`src/rtl/pw_phase_shift_if.sv`:
```
// Fine phase-shift control bundle between the register block and the MMCM sequencer.
// The slave side belongs to pw_phase_shift; the master side drives targets and MMCM status.
interface pw_phase_shift_if #(
  parameter int pPHASE_WIDTH = 10
) ();
  logic signed [pPHASE_WIDTH-1:0] I_target;
  logic                           I_go;
  logic                           I_locked;
  logic                           I_psdone;
  logic                           O_psen;
  logic                           O_psincdec;
  logic signed [pPHASE_WIDTH-1:0] O_current;
  logic                           O_busy;
  logic                           O_done;
  logic                           O_timeout_err;

  modport master (
    output I_target, I_go, I_locked, I_psdone,
    input  O_psen, O_psincdec, O_current, O_busy, O_done, O_timeout_err
  );

  modport slave (
    input  I_target, I_go, I_locked, I_psdone,
    output O_psen, O_psincdec, O_current, O_busy, O_done, O_timeout_err
  );
endinterface

```
`src/rtl/pw_phase_shift.sv`:
```
// MMCM dynamic fine phase-shift sequencer: walks the applied phase one psen/psdone step at a
// time toward a signed target, tracking lock loss and psdone timeouts.
module pw_phase_shift #(
  parameter int pPHASE_WIDTH = 10,
  parameter int pTIMEOUT     = 63
) (
  input logic             usb_clk,
  input logic             reset_n,
  pw_phase_shift_if.slave bus
);
  localparam int pCNT_WIDTH = $clog2(pTIMEOUT + 1);
  localparam logic [pCNT_WIDTH-1:0] pCNT_LAST = pCNT_WIDTH'(pTIMEOUT - 1);
  localparam logic [pCNT_WIDTH-1:0] pCNT_ONE  = pCNT_WIDTH'(1);
  localparam logic signed [pPHASE_WIDTH-1:0] pPH_MAX = {1'b0, {(pPHASE_WIDTH-1){1'b1}}};
  localparam logic signed [pPHASE_WIDTH-1:0] pPH_MIN = {1'b1, {(pPHASE_WIDTH-1){1'b0}}};
  localparam logic signed [pPHASE_WIDTH-1:0] pPH_ONE = pPHASE_WIDTH'(1);

  typedef enum logic [1:0] {StIdle, StWaitLock, StStep, StWaitDone} state_t;

  state_t                         state_q, state_d;
  logic signed [pPHASE_WIDTH-1:0] target_q, target_d;
  logic signed [pPHASE_WIDTH-1:0] current_q, current_d;
  logic signed [pPHASE_WIDTH-1:0] stepped;
  logic [pCNT_WIDTH-1:0]          cnt_q, cnt_d;
  logic psen_q, psen_d;
  logic psincdec_q, psincdec_d;
  logic busy_q, busy_d;
  logic done_q, done_d;
  logic err_q, err_d;

  // psincdec_q holds the direction of the step in flight until the next STEP.
  always_comb begin
    if (psincdec_q) begin
      stepped = (current_q == pPH_MAX) ? current_q : current_q + pPH_ONE;
    end else begin
      stepped = (current_q == pPH_MIN) ? current_q : current_q - pPH_ONE;
    end
  end

  always_comb begin
    state_d    = state_q;
    target_d   = bus.I_go ? bus.I_target : target_q;
    current_d  = current_q;
    cnt_d      = cnt_q;
    psen_d     = 1'b0;
    psincdec_d = psincdec_q;
    busy_d     = busy_q;
    done_d     = 1'b0;
    err_d      = bus.I_go ? 1'b0 : err_q;

    unique case (state_q)
      StIdle: begin
        if (bus.I_go) begin
          if (target_d == current_q) begin
            done_d = 1'b1;
          end else begin
            busy_d  = 1'b1;
            state_d = StWaitLock;
          end
        end
      end
      StWaitLock: begin
        if (bus.I_locked) begin
          if (target_d != current_q) begin
            state_d = StStep;
          end else begin
            done_d  = 1'b1;
            busy_d  = 1'b0;
            state_d = StIdle;
          end
        end
      end
      StStep: begin
        psen_d     = 1'b1;
        psincdec_d = (target_d > current_q);
        cnt_d      = '0;
        state_d    = StWaitDone;
      end
      StWaitDone: begin
        if (bus.I_psdone) begin
          current_d = stepped;
          if (stepped == target_d) begin
            done_d  = 1'b1;
            busy_d  = 1'b0;
            state_d = StIdle;
          end else begin
            state_d = StWaitLock;
          end
        end else if (cnt_q == pCNT_LAST) begin
          err_d   = 1'b1;
          busy_d  = 1'b0;
          state_d = StIdle;
        end else begin
          cnt_d = cnt_q + pCNT_ONE;
        end
      end
      default: state_d = StIdle;
    endcase

    // An MMCM reset returns the phase offset to zero; any unacknowledged step is lost.
    if (!bus.I_locked) begin
      current_d = '0;
      if (state_q == StStep || state_q == StWaitDone) begin
        state_d    = StWaitLock;
        psen_d     = 1'b0;
        psincdec_d = psincdec_q;
        cnt_d      = cnt_q;
        done_d     = 1'b0;
        busy_d     = busy_q;
        err_d      = bus.I_go ? 1'b0 : err_q;
      end
    end
  end

  always_ff @(posedge usb_clk or negedge reset_n) begin
    if (!reset_n) begin
      state_q    <= StIdle;
      target_q   <= '0;
      current_q  <= '0;
      cnt_q      <= '0;
      psen_q     <= 1'b0;
      psincdec_q <= 1'b0;
      busy_q     <= 1'b0;
      done_q     <= 1'b0;
      err_q      <= 1'b0;
    end else begin
      state_q    <= state_d;
      target_q   <= target_d;
      current_q  <= current_d;
      cnt_q      <= cnt_d;
      psen_q     <= psen_d;
      psincdec_q <= psincdec_d;
      busy_q     <= busy_d;
      done_q     <= done_d;
      err_q      <= err_d;
    end
  end

  assign bus.O_psen        = psen_q;
  assign bus.O_psincdec    = psincdec_q;
  assign bus.O_current     = current_q;
  assign bus.O_busy        = busy_q;
  assign bus.O_done        = done_q;
  assign bus.O_timeout_err = err_q;
endmodule
```
`src/flat_wrapper.sv`:
```
// flat-port wrapper written by rule: the top's interface ports become plain ports
module pw_phase_shift_flat 
#(
  parameter int pPHASE_WIDTH = 10,
  parameter int pTIMEOUT     = 63
)
  (usb_clk, reset_n, bus_I_target, bus_I_go, bus_I_locked, bus_I_psdone, bus_O_psen, bus_O_psincdec, bus_O_current, bus_O_busy, bus_O_done, bus_O_timeout_err);
  pw_phase_shift_if #(.pPHASE_WIDTH(pPHASE_WIDTH)) bus_i ();
  input logic usb_clk;
  input logic reset_n;
  input wire logic [$bits(bus_i.I_target)-1:0] bus_I_target;
  input wire logic [$bits(bus_i.I_go)-1:0] bus_I_go;
  input wire logic [$bits(bus_i.I_locked)-1:0] bus_I_locked;
  input wire logic [$bits(bus_i.I_psdone)-1:0] bus_I_psdone;
  output wire logic [$bits(bus_i.O_psen)-1:0] bus_O_psen;
  output wire logic [$bits(bus_i.O_psincdec)-1:0] bus_O_psincdec;
  output wire logic [$bits(bus_i.O_current)-1:0] bus_O_current;
  output wire logic [$bits(bus_i.O_busy)-1:0] bus_O_busy;
  output wire logic [$bits(bus_i.O_done)-1:0] bus_O_done;
  output wire logic [$bits(bus_i.O_timeout_err)-1:0] bus_O_timeout_err;
  assign bus_i.I_target = bus_I_target;
  assign bus_i.I_go = bus_I_go;
  assign bus_i.I_locked = bus_I_locked;
  assign bus_i.I_psdone = bus_I_psdone;
  assign bus_O_psen = bus_i.O_psen;
  assign bus_O_psincdec = bus_i.O_psincdec;
  assign bus_O_current = bus_i.O_current;
  assign bus_O_busy = bus_i.O_busy;
  assign bus_O_done = bus_i.O_done;
  assign bus_O_timeout_err = bus_i.O_timeout_err;
  pw_phase_shift #(.pPHASE_WIDTH(pPHASE_WIDTH), .pTIMEOUT(pTIMEOUT)) u_core (.usb_clk(usb_clk), .reset_n(reset_n), .bus(bus_i));
endmodule
```
`config.mk`:
```
export PLATFORM = sky130hd
export DESIGN_NAME = pw_phase_shift_flat
export DESIGN_NICKNAME = d
export VERILOG_FILES = /design/src/rtl/pw_phase_shift_if.sv /design/src/rtl/pw_phase_shift.sv /design/src/flat_wrapper.sv
export SDC_FILE = /design/constraint.sdc
export NUM_CORES = 1
export LEC_CHECK = 0
export ABC_CLOCK_PERIOD_IN_PS = 2900
export BUFFER_PORTS_ARGS = -buffer_cell sky130_fd_sc_hd__clkbuf_2
export CORE_ASPECT_RATIO = 1.5
export CORE_MARGIN = 2
export CORE_UTILIZATION = 25
export CTS_CLUSTER_DIAMETER = 50
export CTS_CLUSTER_SIZE = 20
export DETAILED_ROUTE_END_ITERATION = 12
export PLACE_DENSITY_LB_ADDON = 0.25
export SLEW_MARGIN = 30
export SYNTH_ARGS = -nofsm -noshare
export SYNTH_HDL_FRONTEND = slang
export SYNTH_SLANG_ARGS = --single-unit
```
`constraint.sdc`:
```
create_clock -name usb_clk -period 2.9 [get_ports usb_clk]
set_input_delay 0.29 -clock usb_clk [delete_from_list [all_inputs] [get_ports usb_clk]]
set_output_delay 0.29 -clock usb_clk [all_outputs]
set_load 0.005 [all_outputs]
```
==> impl_metrics.json <==
{
  "outcome": "finished clean",
  "cell_area_after_technology_mapping_um2": 2487,
  "drive_above_1_share": 0.2285,
  "dieHeight_um": 126.2,
  "initial_utilization": 0.2567,
  "vdd_ir_drop_max_v": 0.0002335,
  "fp-row-count": 44,
  "total_negative_slack_ps": 0,
  "p_per_area_nw_per_um2": 747.0,
  "path_clk_slew_ps": 50,
  "start_kind": "flop",
  "die-area_um2": 10780,
  "kind_of_end_point_of_the_critical_path": "flop",
  "final_setup_violating_endpoints": 0,
  "req_time_crit_path_ps": 3110,
  "place.detailed.instances": 409,
  "cts_hold_repair.buffers": 0,
  "slew_headroom": 0.4705,
  "r2r_slack_ps": 200,
  "post_synth.cell_area_avg_um2": 9.213,
  "dp_worst_setup_slack_ps": 224.1,
  "drt-total-wl_mm": 7.122,
  "synth-seq-area-share": 0.3320,
  "cts_setup_buffers": 0,
  "yosysWarnings": 0,
  "die_w_um": 85.45,
  "instances_no_fill": 417,
  "synth-edff-count": 0,
  "worst_r2r_startpoint": "u_core.bus.O_current[2]",
  "firstDrtPassIters": 4,
  "post_cts.resized_instances": 0,
  "grt_max_degree": 34,
  "hold_violations": 0,
  "route.detailed.drc": 0,
  "power.leakage_nw": 1.223,
  "area_growth_pct": 16.95,
  "crit_end": "u_core.bus.O_done",
  "drtIter0Drc": 123,
  "grt_pass1_vias": 2255,
  "io_pins": 30,
  "maxSlewViolCount": 0,
  "cts-htree-levels": 2,
  "gpl.final_weighted_congestion": 0.8568,
  "highest_achievable_clock_rate_mhz": 369.9,
  "yosys.cell_types.count": 60,
  "postSynth.topFlopCell": "dfrtp_1",
  "cts_inserted_buffers": 5,
  "finalHoldWorstSlack_ps": 95.69,
  "global_route.usage.total": 0.1388,
  "timing.critical_path.fanout_max": 13,
  "grt_setup_unrepaired": "false",
  "detail_route.wl_per_cell_um": 17.08,
  "hold_class": "input port to async pin",
  "grt_first_pass_wirelength_mm": 11.62,
  "diodes": 0,
  "dpl.hpwl_mm": 5.552,
  "clk_path_buf_depth": 2,
  "port_buffers": 29,
  "drv.max_cap_violation_count": 0,
  "worst-setup-path-type": "flop to flop",
  "worst-slew-pin-transition_ps": 794.3,
  "placeableCoreArea_um2": 9689,
  "via_count": 2144,
  "setup_slack_ps": 196.7,
  "clock-sinks": 33,
  "vias_per_cell": 5.141,
  "clk-insertion-delay-late_ps": 280,
  "syn-num-nets": 299,
  "crit_start": "u_core.bus.O_current[2]",
  "tritoncts": "done",
  "ys_ff_latch": 33,
  "finish.net_count": 330,
  "final_cell_mix": "dfrtp_1 (33), clkbuf_2 (28), inv_1 (19), nand2_1 (17), xnor2_1 (17)",
  "antenna_violating_nets_post_route": 0,
  "finalCriticalPeriod_ps": 2703,
  "netlist_instances": 270,
  "worstRegToRegCells": 8,
  "worst-endpoint-arrival_ps": 2910,
  "global_route.overflow_total": 0,
  "regToRegEndpoint": "u_core.bus.O_done",
  "timing.final.crit_share": 0.9322,
  "number_of_antenna_violations_at_the_first_check_in_global_routing": 0,
  "cts_root_buffer": "clkbuf_16",
  "synthArstFlopShare": 1.000,
  "finalClockSkew_ps": 7.660,
  "final_common_cell": "dfrtp_1"
}
-- registers in the layout, indices dropped and copies added (netlist names) --
signal                    count
u_core.bus.O_current         10
u_core.bus.O_psen             1
u_core.bus.O_busy             1
u_core.bus.O_psincdec         1
u_core.cnt_q                  6
u_core.bus.O_timeout_err      1
u_core.bus.O_done             1
u_core.state_q                2
u_core.target_q              10
-- per-layer routing --
layer  GRT usage  part of all wire  vias up  routed length, um
li1            -                 -     1052                  -
met5           0                 0        -                  0
met1      0.1574              0.41     1040               2889
met2      0.2459              0.54       39               3823
met3     0.02097             0.026       13                182
met4     0.07376             0.032        0                227
-- critical path, cell delays in order, from the launching register on --
cell and delay, ps:
dfrtp_1 650, nand4_2 320, or4_4 610, nand3_2 100, o211ai_2 100, a221oi_2 280
nand4_1 160, o32a_1 310, a21oi_2 100
-- metrics by stage --
stage	util	area, um^2	total power, mW
after floorplan	-	2487	1.383
after global placement	0.2859	2770	1.657
after detailed placement	0.2859	2770	1.661
after CTS	0.3002	2909	2.194
after global routing	0.3002	2909	2.327
final	0.3002	2909	2.173
-- power breakdown --
part           internal (mW)  switching, mW  total [mW]
combinational          0.443          0.550       0.993
sequential             0.541          0.119       0.660
clock                  0.315          0.205       0.520
total                   1.30          0.874        2.17
-- cells in the mapped netlist (all sizes together) (8+ instances only) --
cell | count | area (um^2)
ha | 14 | 175.2
xnor2 | 17 | 148.9
inv | 19 | 71.32
a21oi | 10 | 57.56
nand2 | 17 | 63.81
nand4 | 8 | 56.30
o21ai | 15 | 75.07
dfrtp | 33 | 825.8
nor2 | 15 | 56.30
mux2 | 8 | 90.09
nand3 | 12 | 77.58
-- cell type report --
class	instances	area, um^2
Multi-Input combinational cell	204	1516
Timing Repair Buffer	38	212.7
Sequential cell	33	825.8
Clock inverter	2	10.01
Clock buffer	6	128.9
Fill cell	1041	6780
Tap cell	115	143.9
Inverter	19	71.32
-- worst min path at each step --
stage | start | to | slack (ps) | depth (start not counted)
after floorplan | reset_n | u_core.bus.O_busy | -6 | 0
after global placement | reset_n | u_core.target_q[6] | 470 | 1
after detailed placement | reset_n | u_core.target_q[2] | 480 | 1
after CTS | reset_n | u_core.bus.O_current[1] | 170 | 1
after global routing | reset_n | u_core.target_q[6] | 170 | 1
final | reset_n | u_core.target_q[6] | 100 | 1
-- kinds of logic after synthesis --
group / share of synthesized area
buf+inv: 0.05835
simple gates: 0.2238
fa+ha+maj: 0.07042
compound gates: 0.1871
mux: 0.05785
xor+xnor: 0.07042
flops: 0.3320
Power figures use the tool's default switching activity.
